--- config.mk ---
export PLATFORM = sky130hd
export DESIGN_NAME = datamem_arbiter
export DESIGN_NICKNAME = d
export VERILOG_FILES = /design/src/rtl/datamem_arb_pkg.sv /design/src/rtl/rr_pick2.sv /design/src/rtl/datamem_arbiter.sv
export SDC_FILE = /design/constraint.sdc
export NUM_CORES = 1
export LEC_CHECK = 0
export CORE_ASPECT_RATIO = 0.6
export CORE_UTILIZATION = 37
export DETAILED_ROUTE_END_ITERATION = 7
export PLACE_DENSITY = 0.88
export SLEW_MARGIN = 30
export SYNTH_ARGS = -nofsm -noshare
export SYNTH_HDL_FRONTEND = slang
export SYNTH_HIERARCHICAL = 1
export SYNTH_SLANG_ARGS = --single-unit
export TNS_END_PERCENT = 100
--- constraint.sdc ---
create_clock -name clock -period 2.45 [get_ports clock]
set_input_delay 0.245 -clock clock [delete_from_list [all_inputs] [get_ports clock]]
set_output_delay 0.245 -clock clock [all_outputs]
set_load 0.01 [all_outputs]
--- src/rtl/datamem_arb_pkg.sv ---
// ----------------------------------------------------------------------------
// datamem_arb_pkg
// Shared definitions for the data-memory arbiter: FSM state encoding, port
// index constants and the width of the locked-grant counter.
// ----------------------------------------------------------------------------
package datamem_arb_pkg;

    localparam int LOCK_CNT_W = 8;

    localparam int PORT_CPU = 0;
    localparam int PORT_AUX = 1;

    typedef enum logic [1:0] {
        ST_IDLE  = 2'd0,
        ST_LOCK0 = 2'd1,
        ST_LOCK1 = 2'd2
    } arb_state_e;

endpackage

--- src/rtl/rr_pick2.sv ---
// ----------------------------------------------------------------------------
// rr_pick2
// Combinational 2-way round-robin picker.
//   req[1:0]  in  : per-port request
//   prio      in  : port that wins a tie
//   gnt[1:0]  out : one-hot grant (or zero when nobody requests)
// ----------------------------------------------------------------------------
module rr_pick2 (
    input  logic [1:0] req,
    input  logic       prio,
    output logic [1:0] gnt
);

    always_comb begin
        gnt = req;
        if (req == 2'b11) begin
            gnt = prio ? 2'b10 : 2'b01;
        end
    end

endmodule

--- src/rtl/datamem_arbiter.sv ---
// ----------------------------------------------------------------------------
// datamem_arbiter
// Shares the single-ported data memory between the CPU load/store port (p0)
// and an auxiliary master (p1). One access per cycle, round-robin on ties,
// bounded locked sequences for atomic read-modify-write, registered read
// return to the winning port.
//   clock, rst_n           : clock, asynchronous active-low reset
//   pN_req/we/lock/addr/wdata : port N request
//   pN_gnt                 : access performed this cycle (combinational)
//   pN_rvalid/rdata        : read return, one cycle after a read grant
//   mem_addr/write/read/wdata, mem_rdata : memory drive and read data
// ----------------------------------------------------------------------------
module datamem_arbiter
    import datamem_arb_pkg::*;
#(
    parameter int ADDR_W   = 11,
    parameter int DATA_W   = 32,
    parameter int LOCK_MAX = 8
) (
    input  logic              clock,
    input  logic              rst_n,
    input  logic              p0_req,
    input  logic              p0_we,
    input  logic              p0_lock,
    input  logic [ADDR_W-1:0] p0_addr,
    input  logic [DATA_W-1:0] p0_wdata,
    input  logic              p1_req,
    input  logic              p1_we,
    input  logic              p1_lock,
    input  logic [ADDR_W-1:0] p1_addr,
    input  logic [DATA_W-1:0] p1_wdata,
    output logic              p0_gnt,
    output logic              p1_gnt,
    output logic              p0_rvalid,
    output logic              p1_rvalid,
    output logic [DATA_W-1:0] p0_rdata,
    output logic [DATA_W-1:0] p1_rdata,
    output logic [ADDR_W-1:0] mem_addr,
    output logic              mem_write,
    output logic              mem_read,
    output logic [DATA_W-1:0] mem_wdata,
    input  logic [DATA_W-1:0] mem_rdata
);

    localparam logic [LOCK_CNT_W-1:0] LC_MAX = LOCK_CNT_W'(LOCK_MAX);

    arb_state_e            r_state;
    logic                  r_prio;
    logic [LOCK_CNT_W-1:0] r_lcnt;
    logic                  r_p0_rvalid, r_p1_rvalid;
    logic [DATA_W-1:0]     r_p0_rdata, r_p1_rdata;

    arb_state_e            w_state_nxt;
    logic                  w_prio_nxt;
    logic [LOCK_CNT_W-1:0] w_lcnt_nxt;
    logic [LOCK_CNT_W-1:0] w_lcnt_inc;

    logic [1:0] w_req, w_lock, w_we;
    logic [1:0] w_pick, w_gnt_raw, w_gnt;
    logic       w_locked, w_own, w_hold, w_any, w_win;

    assign w_req  = {p1_req,  p0_req};
    assign w_lock = {p1_lock, p0_lock};
    assign w_we   = {p1_we,   p0_we};

    // The picker also serves the release path: when the lock owner drops
    // req its bit is already 0, so only the other port can be picked.
    rr_pick2 u_pick (
        .req  (w_req),
        .prio (r_prio),
        .gnt  (w_pick)
    );

    assign w_locked  = (r_state != ST_IDLE);
    assign w_own     = (r_state == ST_LOCK1);
    assign w_hold    = w_locked && w_req[w_own];
    assign w_gnt_raw = w_hold ? (w_own ? 2'b10 : 2'b01) : w_pick;
    // Gate grants during reset so nothing reaches memory.
    assign w_gnt     = rst_n ? w_gnt_raw : 2'b00;
    assign w_any     = |w_gnt;
    assign w_win     = w_gnt[1];
    assign w_lcnt_inc = r_lcnt + LOCK_CNT_W'(1);

    always_comb begin
        w_state_nxt = r_state;
        w_prio_nxt  = r_prio;
        w_lcnt_nxt  = r_lcnt;
        if (w_hold) begin
            if (w_lock[w_own] && (w_lcnt_inc != LC_MAX)) begin
                w_lcnt_nxt = w_lcnt_inc;
            end else begin
                // Final beat or forced release: the other port wins the next tie.
                w_state_nxt = ST_IDLE;
                w_prio_nxt  = ~w_own;
                w_lcnt_nxt  = '0;
            end
        end else begin
            w_state_nxt = ST_IDLE;
            w_lcnt_nxt  = '0;
            if (w_any) begin
                w_prio_nxt = ~w_win;
                if (w_lock[w_win]) begin
                    w_state_nxt = w_win ? ST_LOCK1 : ST_LOCK0;
                    w_lcnt_nxt  = LOCK_CNT_W'(1);
                end
            end
        end
    end

    always_ff @(posedge clock or negedge rst_n) begin
        if (!rst_n) begin
            r_state <= ST_IDLE;
            r_prio  <= 1'b0;
            r_lcnt  <= '0;
        end else begin
            r_state <= w_state_nxt;
            r_prio  <= w_prio_nxt;
            r_lcnt  <= w_lcnt_nxt;
        end
    end

    always_ff @(posedge clock or negedge rst_n) begin
        if (!rst_n) begin
            r_p0_rvalid <= 1'b0;
            r_p1_rvalid <= 1'b0;
            r_p0_rdata  <= '0;
            r_p1_rdata  <= '0;
        end else begin
            r_p0_rvalid <= w_gnt[0] & ~p0_we;
            r_p1_rvalid <= w_gnt[1] & ~p1_we;
            if (w_gnt[0] & ~p0_we) r_p0_rdata <= mem_rdata;
            if (w_gnt[1] & ~p1_we) r_p1_rdata <= mem_rdata;
        end
    end

    assign p0_gnt    = w_gnt[0];
    assign p1_gnt    = w_gnt[1];
    assign p0_rvalid = r_p0_rvalid;
    assign p1_rvalid = r_p1_rvalid;
    assign p0_rdata  = r_p0_rdata;
    assign p1_rdata  = r_p1_rdata;

    assign mem_addr  = w_any ? (w_win ? p1_addr  : p0_addr)  : '0;
    assign mem_wdata = w_any ? (w_win ? p1_wdata : p0_wdata) : '0;
    assign mem_write = w_any &  w_we[w_win];
    assign mem_read  = w_any & ~w_we[w_win];

endmodule
==> summary.txt <==
Job
  – Max-cap check violation count: 0

Timing
  – Transition time of the tightest slew-check pin: 0.688 ns
  – Worst setup skew after layout: 0.00725 ns
  – Final hold violation count: 0
  – Setup repair after global routing missed its margin: false
  – Maximum clock rate: 425 MHz
  – Final clock period utilization by the worst path: 96.1%
  – Minimum clock period: 2.35 ns
  – Post-Route Setup TNS: 0 ns
  – Count of pins over their slew limit: 0
  – Worst-case headroom to the max-slew limit: 54.1%
  – Count of final setup violators: 0

Global routing
  – Global-route total usage across every layer: 23.3%
  – GR Util met2: 38.9%
  – Met3 Resource Use GR: 5.71%
  – Initial antenna violation count: 0
  – GR peak layer: met2
  – Number of global-route vias before repair: 3480
  – GR met1 Demand/Resource: 30.8%
  – Largest net degree at the start of global routing: 76
  – First-pass GRT wire length: 18900 um
  – GRT Residual Overflow: 0

Place
  – Count of port buffers added during placement: 238
  – Cell Area, Placed: 6340 sq um
  – Half-perimeter wire length of the detailed placement result: 9430 um
  – Final estimated routing congestion in global placement: 0.814

Power
  – Lkg Pwr: 2.91 nW
  – Final total power: 5.20 mW
  – Highest ir drop seen on vdd: 0.000515 V
  – Pwr per Cell Area: 770 nW/um^2

Synthesis
  – Sequential element share of the synthesized area: 51.5%
  – Number of synthesized flops with an enable pin: 0
  – Gate Count Post-Synth: 369
  – Leading register cell type out of synthesis: dfrtp_1
  – Synth warnings: 6
  – Number of different library cells in the post-synthesis netlist: 35
  – Mapped Avg Cell Area: 10.1 sq um
  – Share of async-settable or async-resettable flops after synthesis: 100%
  – Number of synthesized register bits: 77
  – Mapped Area: 3740 sq um
  – Synth Net Count: 497

Layout
  – Most frequent cells in the layout: clkdlybuf4s50_1, nand2_1, dfrtp_1
  – Number of diodes: 0
  – Area delta synth->final: 80.3%
  – Utilization after layout: 68.5%
  – Most frequent standard cell in the layout excluding fill and tap cells: clkdlybuf4s50_1
  – Layout cells sized above 1: 17.6%
  – Final instance area: 6750 sq um
  – Number of nets at the end of the flow: 745
  – Filler instances: 772

Die
  – Number of placed I/O pins: 239
  – Chip Width: 132 um
  – Rows: 28
  – Height of the die: 79.9 um
  – Overall die area: 10500 sq um
  – Effective utilization at floorplan: 38.0%
  – Core ar.: 9840 sq um

Worst setup path
  – Data arrival at the endpoint of the critical path: 2.11 ns
  – Crit path launch type: register
  – Largest stage delay, worst path: 0.41 ns
  – Critical-path top delay cell: dfrtp_1
  – Type of element capturing the critical path: output port
  – Worst-path maximum fanout: 39
  – Series of cell instances along the critical path: inv_1 -> a21boi_4 -> a21oi_1 -> o22ai_1 -> and2_4 -> bufbuf_16 -> o21ai_0 -> dlygate4sd2_1
  – Worst setup path class: register to output port
  – Data required time at the worst endpoint: 2.20 ns

Clock tree
  – Num CTS Buffers: 9
  – Buffer cell driving the clock tree root: clkbuf_16
  – Reg clk slew, reported paths: 0.05 ns
  – Clock H-tree levels: 3
  – Clock insertion delay at the later pin of the skew report: 0.32 ns
  – CTS tree: done
  – Maximum buffer depth of the clock tree: 2
  – Number of sinks driven by the clock tree: 77

Route
  – DR DRC count: 0
  – Residual antenna-violating net count after detailed routing: 0
  – Via count: 3671
  – Vias per cell: 4.86
  – 1st-iter DRT viols: 248
  – Total wire length: 12900 um
  – Detailed-routing iteration count for the pre-antenna-repair pass: 5
  – Routed length per placed instance: 17.0 um

Hold path
  – Path category of the worst min-delay check: input port to async pin

Outcome
  – Run status: finished clean
sequential cells by signal (all words and copies together) (netlist names):
register,flops
r_lcnt,8
p0_rvalid,1
p1_rvalid,1
r_prio,1
r_state,2
p1_rdata,32
p0_rdata,32
kinds of logic (layout without fill, tap and decap cells):
logic type | count (synthesis) | count (layout) | synth area share [%]
AO/OA/AOI/OAI | 65 | 65 | 9.70
buffers and inverters | 29 | 280 | 3.31
adder cells (fa/ha/maj) | 2 | 2 | 0.669
flip-flops | 77 | 77 | 51.5
XOR/XNOR | 6 | 6 | 1.40
AND/OR/NAND/NOR | 125 | 125 | 13.8
multiplexers | 65 | 65 | 19.7
power by group:
part / switching [mW] / leakage (nW) / internal [mW] / total [mW]
Sequential: 0.198 / 0.933 / 1.63 / 1.83
Combinational: 0.777 / 1.84 / 1.23 / 2.01
Clock: 0.481 / 0.141 / 0.880 / 1.36
worst max-delay path, delay by kind of cell (launching register included):
kind	cells	cell delay [ns]
AOI/OAI and AO/OA	4	0.47
buffers and inverters	3	0.71
and+or+nand+nor	1	0.19
DFF	1	0.41
per-stage QoR:
| step | worst slack [ns] | hold WS [ns] | cells |
|---|---|---|---|
| 2_1_floorplan | 0.356 | -0.0506 | 369 |
| 3_3_place_gp | -0.182 | 0.0697 | 734 |
| 3_5_place_dp | -0.272 | 0.0750 | 734 |
| 4_1_cts | 0.0131 | 0.310 | 750 |
| 5_1_grt | 0.00271 | 0.335 | 755 |
| 6_report | 0.0962 | 0.338 | 755 |
cell type report:
cell class	count	area, sq um	share of cell area (%)
clock inverter	4	75.1	1.11
clock buffer	10	229	3.39
tap	135	169	2.50
sequential	77	1930	28.6
timing repair buffer	260	2590	38.5
inverter	6	22.5	0.334
multi-input combinational	263	1730	25.6
final timing paths:
kind	cells past startpoint	slack (ns)	start	end
max in group asynchronous	3	1.23	rst_n	p1_rdata[15]
worst max register to register	9	0.25	r_prio	p1_rdata[9]
worst max-delay path	8	0.1	r_prio	mem_wdata[29]
min in group clock	5	0.50	p0_req	r_state[1]
worst min register to register	1	0.50	p0_rdata[4]	p0_rdata[4]
worst min-delay path	2	0.34	rst_n	r_prio
cells in the mapped netlist (3+ instances only):
cell | count | share of area (%)
nand4_1 | 3 | 0.50
inv_1 | 5 | 0.50
nor2_1 | 12 | 1.2
o21ai_0 | 49 | 6.6
buf_2 | 9 | 1.2
a21oi_1 | 3 | 0.40
xnor2_1 | 3 | 0.70
xor2_1 | 3 | 0.70
mux2_2 | 64 | 19
dfrtp_1 | 77 | 51
clkbuf_1 | 12 | 1.2
nand2_1 | 97 | 9.7
what timing repair did:
action,4_1_cts,5_1_grt
buffers inserted,0,3
hold endpoints to repair,2,0
pin swaps,0,1
gates cloned,1,2
gates resized for setup,51,11
hold buffers,1,0
setup endpoints to repair,47,35
per-layer routing:
layer	vias to the layer above	part of all wire, %
li1	1749	-
met1	1811	44
met2	97	50
met3	14	5.3
met4	0	1.1
met5	-	0
(Power assumes the default switching activity.)
